--- config.mk ---
export PLATFORM = sky130hd
export DESIGN_NAME = ball_locator
export DESIGN_NICKNAME = d
export VERILOG_FILES = /design/src/rtl/cam_pkg.sv /design/src/rtl/seq_divider.sv /design/src/rtl/ball_locator.sv
export SDC_FILE = /design/constraint.sdc
export NUM_CORES = 1
export LEC_CHECK = 0
export BUFFER_PORTS_ARGS = -buffer_cell sky130_fd_sc_hd__buf_2
export CORE_MARGIN = 3
export CORE_UTILIZATION = 35
export CTS_BUF_LIST = sky130_fd_sc_hd__clkbuf_16
export CTS_CLUSTER_SIZE = 10
export DETAILED_ROUTE_END_ITERATION = 16
export GPL_ROUTABILITY_DRIVEN = 0
export GPL_TIMING_DRIVEN = 0
export SKIP_CTS_REPAIR_TIMING = 1
export SLEW_MARGIN = 20
export SYNTH_ARGS = -nofsm -noshare
export SYNTH_HDL_FRONTEND = slang
export SYNTH_SLANG_ARGS = --single-unit
export TNS_END_PERCENT = 30
--- constraint.sdc ---
create_clock -name clk -period 8.5 [get_ports clk]
set_clock_uncertainty 0.15 [all_clocks]
set_input_delay 0.425 -clock clk [delete_from_list [all_inputs] [get_ports clk]]
set_output_delay 0.425 -clock clk [all_outputs]
set_load 0.005 [all_outputs]
--- src/rtl/cam_pkg.sv ---
// Shared definitions for the camera ball-locator path.
// Holds the RGB565 field positions, datapath widths and the locator FSM
// state encoding. It has no ports.
package cam_pkg;

   // RGB565 field positions
   localparam int unsigned R_HI = 15;
   localparam int unsigned R_LO = 11;
   localparam int unsigned G_HI = 10;
   localparam int unsigned G_LO = 5;
   localparam int unsigned B_HI = 4;
   localparam int unsigned B_LO = 0;

   // Datapath widths
   localparam int unsigned X_W  = 10;
   localparam int unsigned Y_W  = 8;
   localparam int unsigned N_W  = 20;
   localparam int unsigned SX_W = 30;
   localparam int unsigned SY_W = 28;

   typedef enum logic [2:0] {
      StIdle,
      StCheck,
      StDivX,
      StDivY,
      StReport
   } loc_state_e;

endpackage

--- src/rtl/seq_divider.sv ---
// Restoring unsigned divider, one quotient bit per cycle.
// Ports:
//   clk, rst      clock and asynchronous active-high reset
//   start_i       load operands and begin; also restarts a division in progress
//   dividend_i    30-bit dividend
//   divisor_i     20-bit divisor (never 0 in this design)
//   done_o        one-cycle pulse after the last of the 30 iterations
//   quotient_o    quotient, stable while done_o is high and until the next start
module seq_divider
   import cam_pkg::*;
(
   input  logic            clk,
   input  logic            rst,
   input  logic            start_i,
   input  logic [SX_W-1:0] dividend_i,
   input  logic [N_W-1:0]  divisor_i,
   output logic            done_o,
   output logic [SX_W-1:0] quotient_o
);

   logic            busy_q, busy_d;
   logic            done_q, done_d;
   logic [4:0]      cnt_q, cnt_d;
   logic [N_W:0]    rem_q, rem_d;
   logic [SX_W-1:0] quo_q, quo_d;
   logic [N_W-1:0]  dvs_q, dvs_d;

   logic [N_W:0]    rem_shift;
   logic            sub_ok;

   always_comb begin
      // The quotient register doubles as the dividend shift register.
      rem_shift = {rem_q[N_W-1:0], quo_q[SX_W-1]};
      sub_ok    = (rem_shift >= {1'b0, dvs_q});
      busy_d    = busy_q;
      done_d    = 1'b0;
      cnt_d     = cnt_q;
      rem_d     = rem_q;
      quo_d     = quo_q;
      dvs_d     = dvs_q;
      if (start_i) begin
         busy_d = 1'b1;
         cnt_d  = '0;
         rem_d  = '0;
         quo_d  = dividend_i;
         dvs_d  = divisor_i;
      end else if (busy_q) begin
         rem_d = sub_ok ? (rem_shift - {1'b0, dvs_q}) : rem_shift;
         quo_d = {quo_q[SX_W-2:0], sub_ok};
         cnt_d = cnt_q + 5'd1;
         if (cnt_q == 5'(SX_W - 1)) begin
            busy_d = 1'b0;
            done_d = 1'b1;
         end
      end
   end

   always_ff @(posedge clk or posedge rst) begin
      if (rst) begin
         busy_q <= 1'b0;
         done_q <= 1'b0;
         cnt_q  <= '0;
         rem_q  <= '0;
         quo_q  <= '0;
         dvs_q  <= '0;
      end else begin
         busy_q <= busy_d;
         done_q <= done_d;
         cnt_q  <= cnt_d;
         rem_q  <= rem_d;
         quo_q  <= quo_d;
         dvs_q  <= dvs_d;
      end
   end

   assign done_o     = done_q;
   assign quotient_o = quo_q;

endmodule

--- src/rtl/ball_locator.sv ---
// Ball locator: classifies RGB565 pixels against colour thresholds, accumulates
// hit statistics over a frame and reports the centroid at each frame boundary.
// Ports:
//   clk, rst       clock and asynchronous active-high reset
//   pix_write      pixel strobe; pix_data / pix_x valid
//   pix_data       RGB565 pixel
//   pix_x          1-based horizontal index of the pixel
//   line_active    capture window of the current line; falling edge ends a line
//   frame_start    one-cycle vsync pulse
//   result_valid   one-cycle pulse when the result outputs update
//   ball_found     last frame had at least MIN_HITS hits
//   ball_x/ball_y  centroid (truncated quotients), 0 when not found
//   hit_count      hits in the last completed frame
//   overrun        sticky: frame_start arrived while a result was still in flight
module ball_locator
   import cam_pkg::*;
#(
   parameter logic [4:0]     R_MIN    = 5'd20,
   parameter logic [5:0]     G_MAX    = 6'd24,
   parameter logic [4:0]     B_MAX    = 5'd10,
   parameter logic [N_W-1:0] MIN_HITS = 20'd16
) (
   input  logic            clk,
   input  logic            rst,
   input  logic            pix_write,
   input  logic [15:0]     pix_data,
   input  logic [X_W-1:0]  pix_x,
   input  logic            line_active,
   input  logic            frame_start,
   output logic            result_valid,
   output logic            ball_found,
   output logic [X_W-1:0]  ball_x,
   output logic [Y_W-1:0]  ball_y,
   output logic [N_W-1:0]  hit_count,
   output logic            overrun
);

   loc_state_e state_q, state_d;

   logic            line_active_q;
   logic [Y_W-1:0]  line_idx_q, line_idx_d;
   logic [N_W-1:0]  acc_n_q, acc_n_d, snap_n_q;
   logic [SX_W-1:0] acc_x_q, acc_x_d, snap_x_q;
   logic [SY_W-1:0] acc_y_q, acc_y_d, snap_y_q;

   logic            res_found_q, res_found_d;
   logic [X_W-1:0]  res_x_q, res_x_d;
   logic [Y_W-1:0]  res_y_q, res_y_d;

   logic            rv_q, rv_d;
   logic            found_q, found_d;
   logic [X_W-1:0]  bx_q, bx_d;
   logic [Y_W-1:0]  by_q, by_d;
   logic [N_W-1:0]  hc_q, hc_d;
   logic            ovr_q, ovr_d;

   logic            hit, line_fall, snap_load;
   logic            div_start, div_done;
   logic [SX_W-1:0] div_dividend, div_q;
   logic            unused_div_hi;

   assign hit = pix_write & (pix_data[R_HI:R_LO] >= R_MIN) &
                (pix_data[G_HI:G_LO] <= G_MAX) & (pix_data[B_HI:B_LO] <= B_MAX);
   assign line_fall = line_active_q & ~line_active;
   // A frame_start during an in-flight result keeps the old snapshot.
   assign snap_load = frame_start & (state_q == StIdle);
   assign unused_div_hi = ^div_q[SX_W-1:X_W];

   // Accumulators: a hit coincident with frame_start lands in the new frame.
   always_comb begin
      acc_n_d    = frame_start ? '0 : acc_n_q;
      acc_x_d    = frame_start ? '0 : acc_x_q;
      acc_y_d    = frame_start ? '0 : acc_y_q;
      line_idx_d = line_idx_q;
      if (frame_start) begin
         line_idx_d = '0;
      end else if (line_fall && (line_idx_q != '1)) begin
         line_idx_d = line_idx_q + 8'd1;
      end
      if (hit) begin
         if (acc_n_d != '1) acc_n_d = acc_n_d + 20'd1;
         acc_x_d = acc_x_d + SX_W'(pix_x);
         acc_y_d = acc_y_d + SY_W'(line_idx_q);
      end
   end

   always_comb begin
      state_d      = state_q;
      div_start    = 1'b0;
      div_dividend = snap_x_q;
      res_found_d  = res_found_q;
      res_x_d      = res_x_q;
      res_y_d      = res_y_q;
      rv_d         = 1'b0;
      found_d      = found_q;
      bx_d         = bx_q;
      by_d         = by_q;
      hc_d         = hc_q;
      ovr_d        = ovr_q | (frame_start & (state_q != StIdle));
      unique case (state_q)
         StIdle: begin
            if (frame_start) state_d = StCheck;
         end
         StCheck: begin
            if (snap_n_q < MIN_HITS) begin
               res_found_d = 1'b0;
               res_x_d     = '0;
               res_y_d     = '0;
               state_d     = StReport;
            end else begin
               res_found_d = 1'b1;
               div_start   = 1'b1;
               state_d     = StDivX;
            end
         end
         StDivX: begin
            if (div_done) begin
               res_x_d      = div_q[X_W-1:0];
               div_start    = 1'b1;
               div_dividend = SX_W'(snap_y_q);
               state_d      = StDivY;
            end
         end
         StDivY: begin
            if (div_done) begin
               res_y_d = div_q[Y_W-1:0];
               state_d = StReport;
            end
         end
         StReport: begin
            rv_d    = 1'b1;
            found_d = res_found_q;
            bx_d    = res_x_q;
            by_d    = res_y_q;
            hc_d    = snap_n_q;
            state_d = StIdle;
         end
         default: state_d = StIdle;
      endcase
   end

   always_ff @(posedge clk or posedge rst) begin
      if (rst) begin
         state_q       <= StIdle;
         line_active_q <= 1'b0;
         line_idx_q    <= '0;
         acc_n_q       <= '0;
         acc_x_q       <= '0;
         acc_y_q       <= '0;
         snap_n_q      <= '0;
         snap_x_q      <= '0;
         snap_y_q      <= '0;
         res_found_q   <= 1'b0;
         res_x_q       <= '0;
         res_y_q       <= '0;
         rv_q          <= 1'b0;
         found_q       <= 1'b0;
         bx_q          <= '0;
         by_q          <= '0;
         hc_q          <= '0;
         ovr_q         <= 1'b0;
      end else begin
         state_q       <= state_d;
         line_active_q <= line_active;
         line_idx_q    <= line_idx_d;
         acc_n_q       <= acc_n_d;
         acc_x_q       <= acc_x_d;
         acc_y_q       <= acc_y_d;
         if (snap_load) begin
            snap_n_q <= acc_n_q;
            snap_x_q <= acc_x_q;
            snap_y_q <= acc_y_q;
         end
         res_found_q   <= res_found_d;
         res_x_q       <= res_x_d;
         res_y_q       <= res_y_d;
         rv_q          <= rv_d;
         found_q       <= found_d;
         bx_q          <= bx_d;
         by_q          <= by_d;
         hc_q          <= hc_d;
         ovr_q         <= ovr_d;
      end
   end

   seq_divider u_div (
      .clk        (clk),
      .rst        (rst),
      .start_i    (div_start),
      .dividend_i (div_dividend),
      .divisor_i  (snap_n_q),
      .done_o     (div_done),
      .quotient_o (div_q)
   );

   assign result_valid = rv_q;
   assign ball_found   = found_q;
   assign ball_x       = bx_q;
   assign ball_y       = by_q;
   assign hit_count    = hc_q;
   assign overrun      = ovr_q;

endmodule
==> flow_summary.json <==
{
  "status": "complete, no violations",
  "worst_pin_slew_ns": 0.910,
  "drc": 0,
  "synth_top_area_share_pct": 51.2,
  "p_per_area_nw_per_um2": 175,
  "worstSetupEndpointType": "flop",
  "vdd_ir_drop_max_uv": 132,
  "place_ws_ns": 3.47,
  "drtAntennaViolNets": 0,
  "critPathKind": "input port to flop",
  "min_period_ns": 4.50,
  "crit_cells": 14,
  "yosysTopAreaCell": "dfrtp_1",
  "worstSkewPairLatency_ns": 0.53,
  "clock_tree.root_cell": "clkbuf_16",
  "ctsHtreeMaxLevel": 2,
  "ys_async_sr_fraction_pct": 100,
  "fp-row-count": 74,
  "rsz0062_at_grt": "no",
  "drive_gt1_share_pct": 18.9,
  "max_freq_mhz": 222,
  "slew_headroom_pct": 39.2,
  "synthDistinctLibCells": 70,
  "initial_core_util_pct": 35.9,
  "setup_ws_ns": 4.00,
  "grt_pass1_vias": 10900,
  "synthTopCellsByCount": "dfrtp_1, mux2_2, nand2_1",
  "finalHoldViolCount": 0,
  "yosysWarnings": 0,
  "die_w_um": 212,
  "hold_slack_ns": 0.132,
  "fill_cells": 3977,
  "crit_slowest_cell": "clkbuf_1",
  "clkSinkCount": 305,
  "cp_max_fo": 10,
  "grt_pass1_wl_um": 59700,
  "area_growth_pct": 15.0,
  "setup_viol": 0,
  "start_kind": "input port",
  "grt_use_total_pct": 16.5,
  "yosysMostFrequentCell": "dfrtp_1",
  "drt-pass1-iter-count": 5,
  "design.core.area_sq_um": 41500,
  "seq_area_frac_synth_pct": 51.2,
  "synth_edf_count": 0,
  "syn_avg_cell_area_sq_um": 10.8,
  "cap_violations": 0,
  "grt_overflow_total": 0,
  "vias_per_cell": 5.22,
  "worstHoldStart": "pix_x[0]",
  "fin_crit_sh_pct": 52.9,
  "crit_chain": "buf_2, clkbuf_1, clkbuf_1, buf_1, nor2_1, ha_1, o21ai_1, a21boi_1, o21ai_1, a211o_1, or2_1, buf_2, nor3_1, mux2_2",
  "critical_path_buf_inv_count": 5,
  "cp.arrival_ns": 4.76,
  "io_pins": 72,
  "p_total_mw": 3.00,
  "slowest_delay_ns": 0.72,
  "synth_nets": 1453,
  "synth_seq_cells": 305,
  "wl_um": 35900,
  "synth_cells": 1377,
  "finalSetupTns_ns": 0,
  "syn_area_sq_um": 14900,
  "dpl.hpwl_um": 26500,
  "place_area_sq_um": 16100,
  "antenna_found_initial": 0,
  "r2r_start": "acc_y_q[0]",
  "dieArea_sq_um": 45100,
  "cts_tree": "built",
  "wl_per_cell_um": 17.6,
  "first_iter_violations": 701,
  "cts_buffer_depth": 3,
  "r2r_slack_ns": 5.20,
  "via_count": 10600,
  "cts_buffers": 37,
  "clk_pin_slew_ns": 0.05,
  "io_buffers": 69,
  "worstHoldPathCells": 3,
  "drv_slew": 0,
  "fin_area_sq_um": 17100,
  "die_height_um": 212,
  "hold-path-endpoint": "acc_x_q[0]",
  "synth_area_leaders": "dfrtp_1, mux2_2, o21ai_0",
  "crit_family": "buffers and inverters",
  "p_leak_nw": 8.03,
  "hold_path_class": "input port to flop",
  "synth_flop_cell": "dfrtp_1",
  "r2r_end": "acc_y_q[24]",
  "crit_required_ns": 8.77,
  "worstRegToRegCells": 13,
  "layout.nets": 1573,
  "grt_start_max_net_pins": 34
}
==> logic make-up after synthesis <==
| kind of cell | share of synthesized area (%) |
|---|---|
| flops | 51.2 |
| fa+ha+maj | 3.93 |
| compound gates | 11.5 |
| simple gates | 12.6 |
| mux | 13.4 |
| buf+inv | 3.14 |
| xor+xnor | 4.29 |
==> worst register-to-register path: stages (launching register included) <==
cell      delay (ns)
dfrtp_1         0.38
nor2b_1         0.20
ha_1            0.20
inv_1           0.05
fa_1            0.40
nor2b_1         0.13
o21ai_1         0.08
a21boi_1        0.21
o21ai_1         0.10
a211o_1         0.31
or2_1           0.23
buf_2           0.18
nor3_1          0.22
mux2_2          0.36
==> registers in the layout, indices dropped and copies added, names as in the netlist, 3 cells and up <==
name	flops
state_q	3
snap_x_q	30
snap_y_q	28
u_div.dvs_q	20
snap_n_q	20
ball_y	8
u_div.rem_q	20
line_idx_q	8
res_y_q	8
acc_x_q	30
acc_y_q	28
ball_x	10
res_x_q	10
hit_count	20
u_div.cnt_q	5
u_div.quotient_o	30
acc_n_q	20
==> cell usage in the layout, fill, tap and decap left out, drive strengths merged, types with 5 or more instances in the layout <==
cell    Yosys  routed
dfrtp     305     305
mux2      136     136
o21ai     123     123
nand2     121     121
clkbuf     56      93
buf        12      91
nor2       86      86
a21oi      60      60
inv        47      52
mux2i      46      46
xnor2      42      42
ha         42      42
nor2b      41      41
xor2       31      31
nand4      27      27
a22oi      26      26
nand3      25      25
or3        19      19
and3       18      18
nor3       15      15
a21o       11      11
nor4        8       8
a31oi       7       7
o21a        6       6
or2         6       6
o311ai      5       5
==> how the worst max path moves through the flow <==
stage | startpoint | end
after detailed placement | frame_start | acc_y_q[24]
after floorplan | rst | acc_n_q[0]
after global placement | rst | ball_x[0]
final | frame_start | acc_y_q[24]
after CTS | frame_start | acc_y_q[24]
after global routing | frame_start | acc_y_q[20]
==> stage by stage <==
stage | instances | utilization, %
2_1_floorplan | 1377 | -
5_1_grt | 2036 | 41.3
3_5_place_dp | 1988 | 38.9
3_3_place_gp | 1978 | 38.4
4_1_cts | 2034 | 41.3
6_report | 2038 | 41.3
==> final cells by class <==
class | count | area, sq um | area share (%)
Multi-Input combinational cell | 957 | 6810 | 39.7
Inverter | 47 | 180 | 1.05
Tap cell | 532 | 666 | 3.88
Clock buffer | 37 | 926 | 5.40
Sequential cell | 305 | 7630 | 44.5
Timing Repair Buffer | 81 | 566 | 3.30
Clock inverter | 9 | 73.8 | 0.430
Antenna cell | 2 | 5.00 | 0.0292
Buffer | 68 | 292 | 1.70
==> where the power goes <==
| group | switching [mW] | internal [mW] | leakage [nW] |
|---|---|---|---|
| clock | 0.572 | 0.803 | 0.502 |
| sequential | 0.00777 | 1.46 | 4.25 |
| combinational | 0.100 | 0.0567 | 3.28 |
| total | 0.680 | 2.32 | 8.03 |
==> metal layers <==
layer	part of all wire, %	up-vias	track usage, %	routed length [um]
met1	48	5291	23.6	17100
met3	4.8	48	2.61	1730
met4	1.9	0	4.29	681
met5	0	-	0	0
met2	46	212	26.1	16400
li1	-	5089	-	-
No activity file was read; power rests on OpenSTA's default activity.
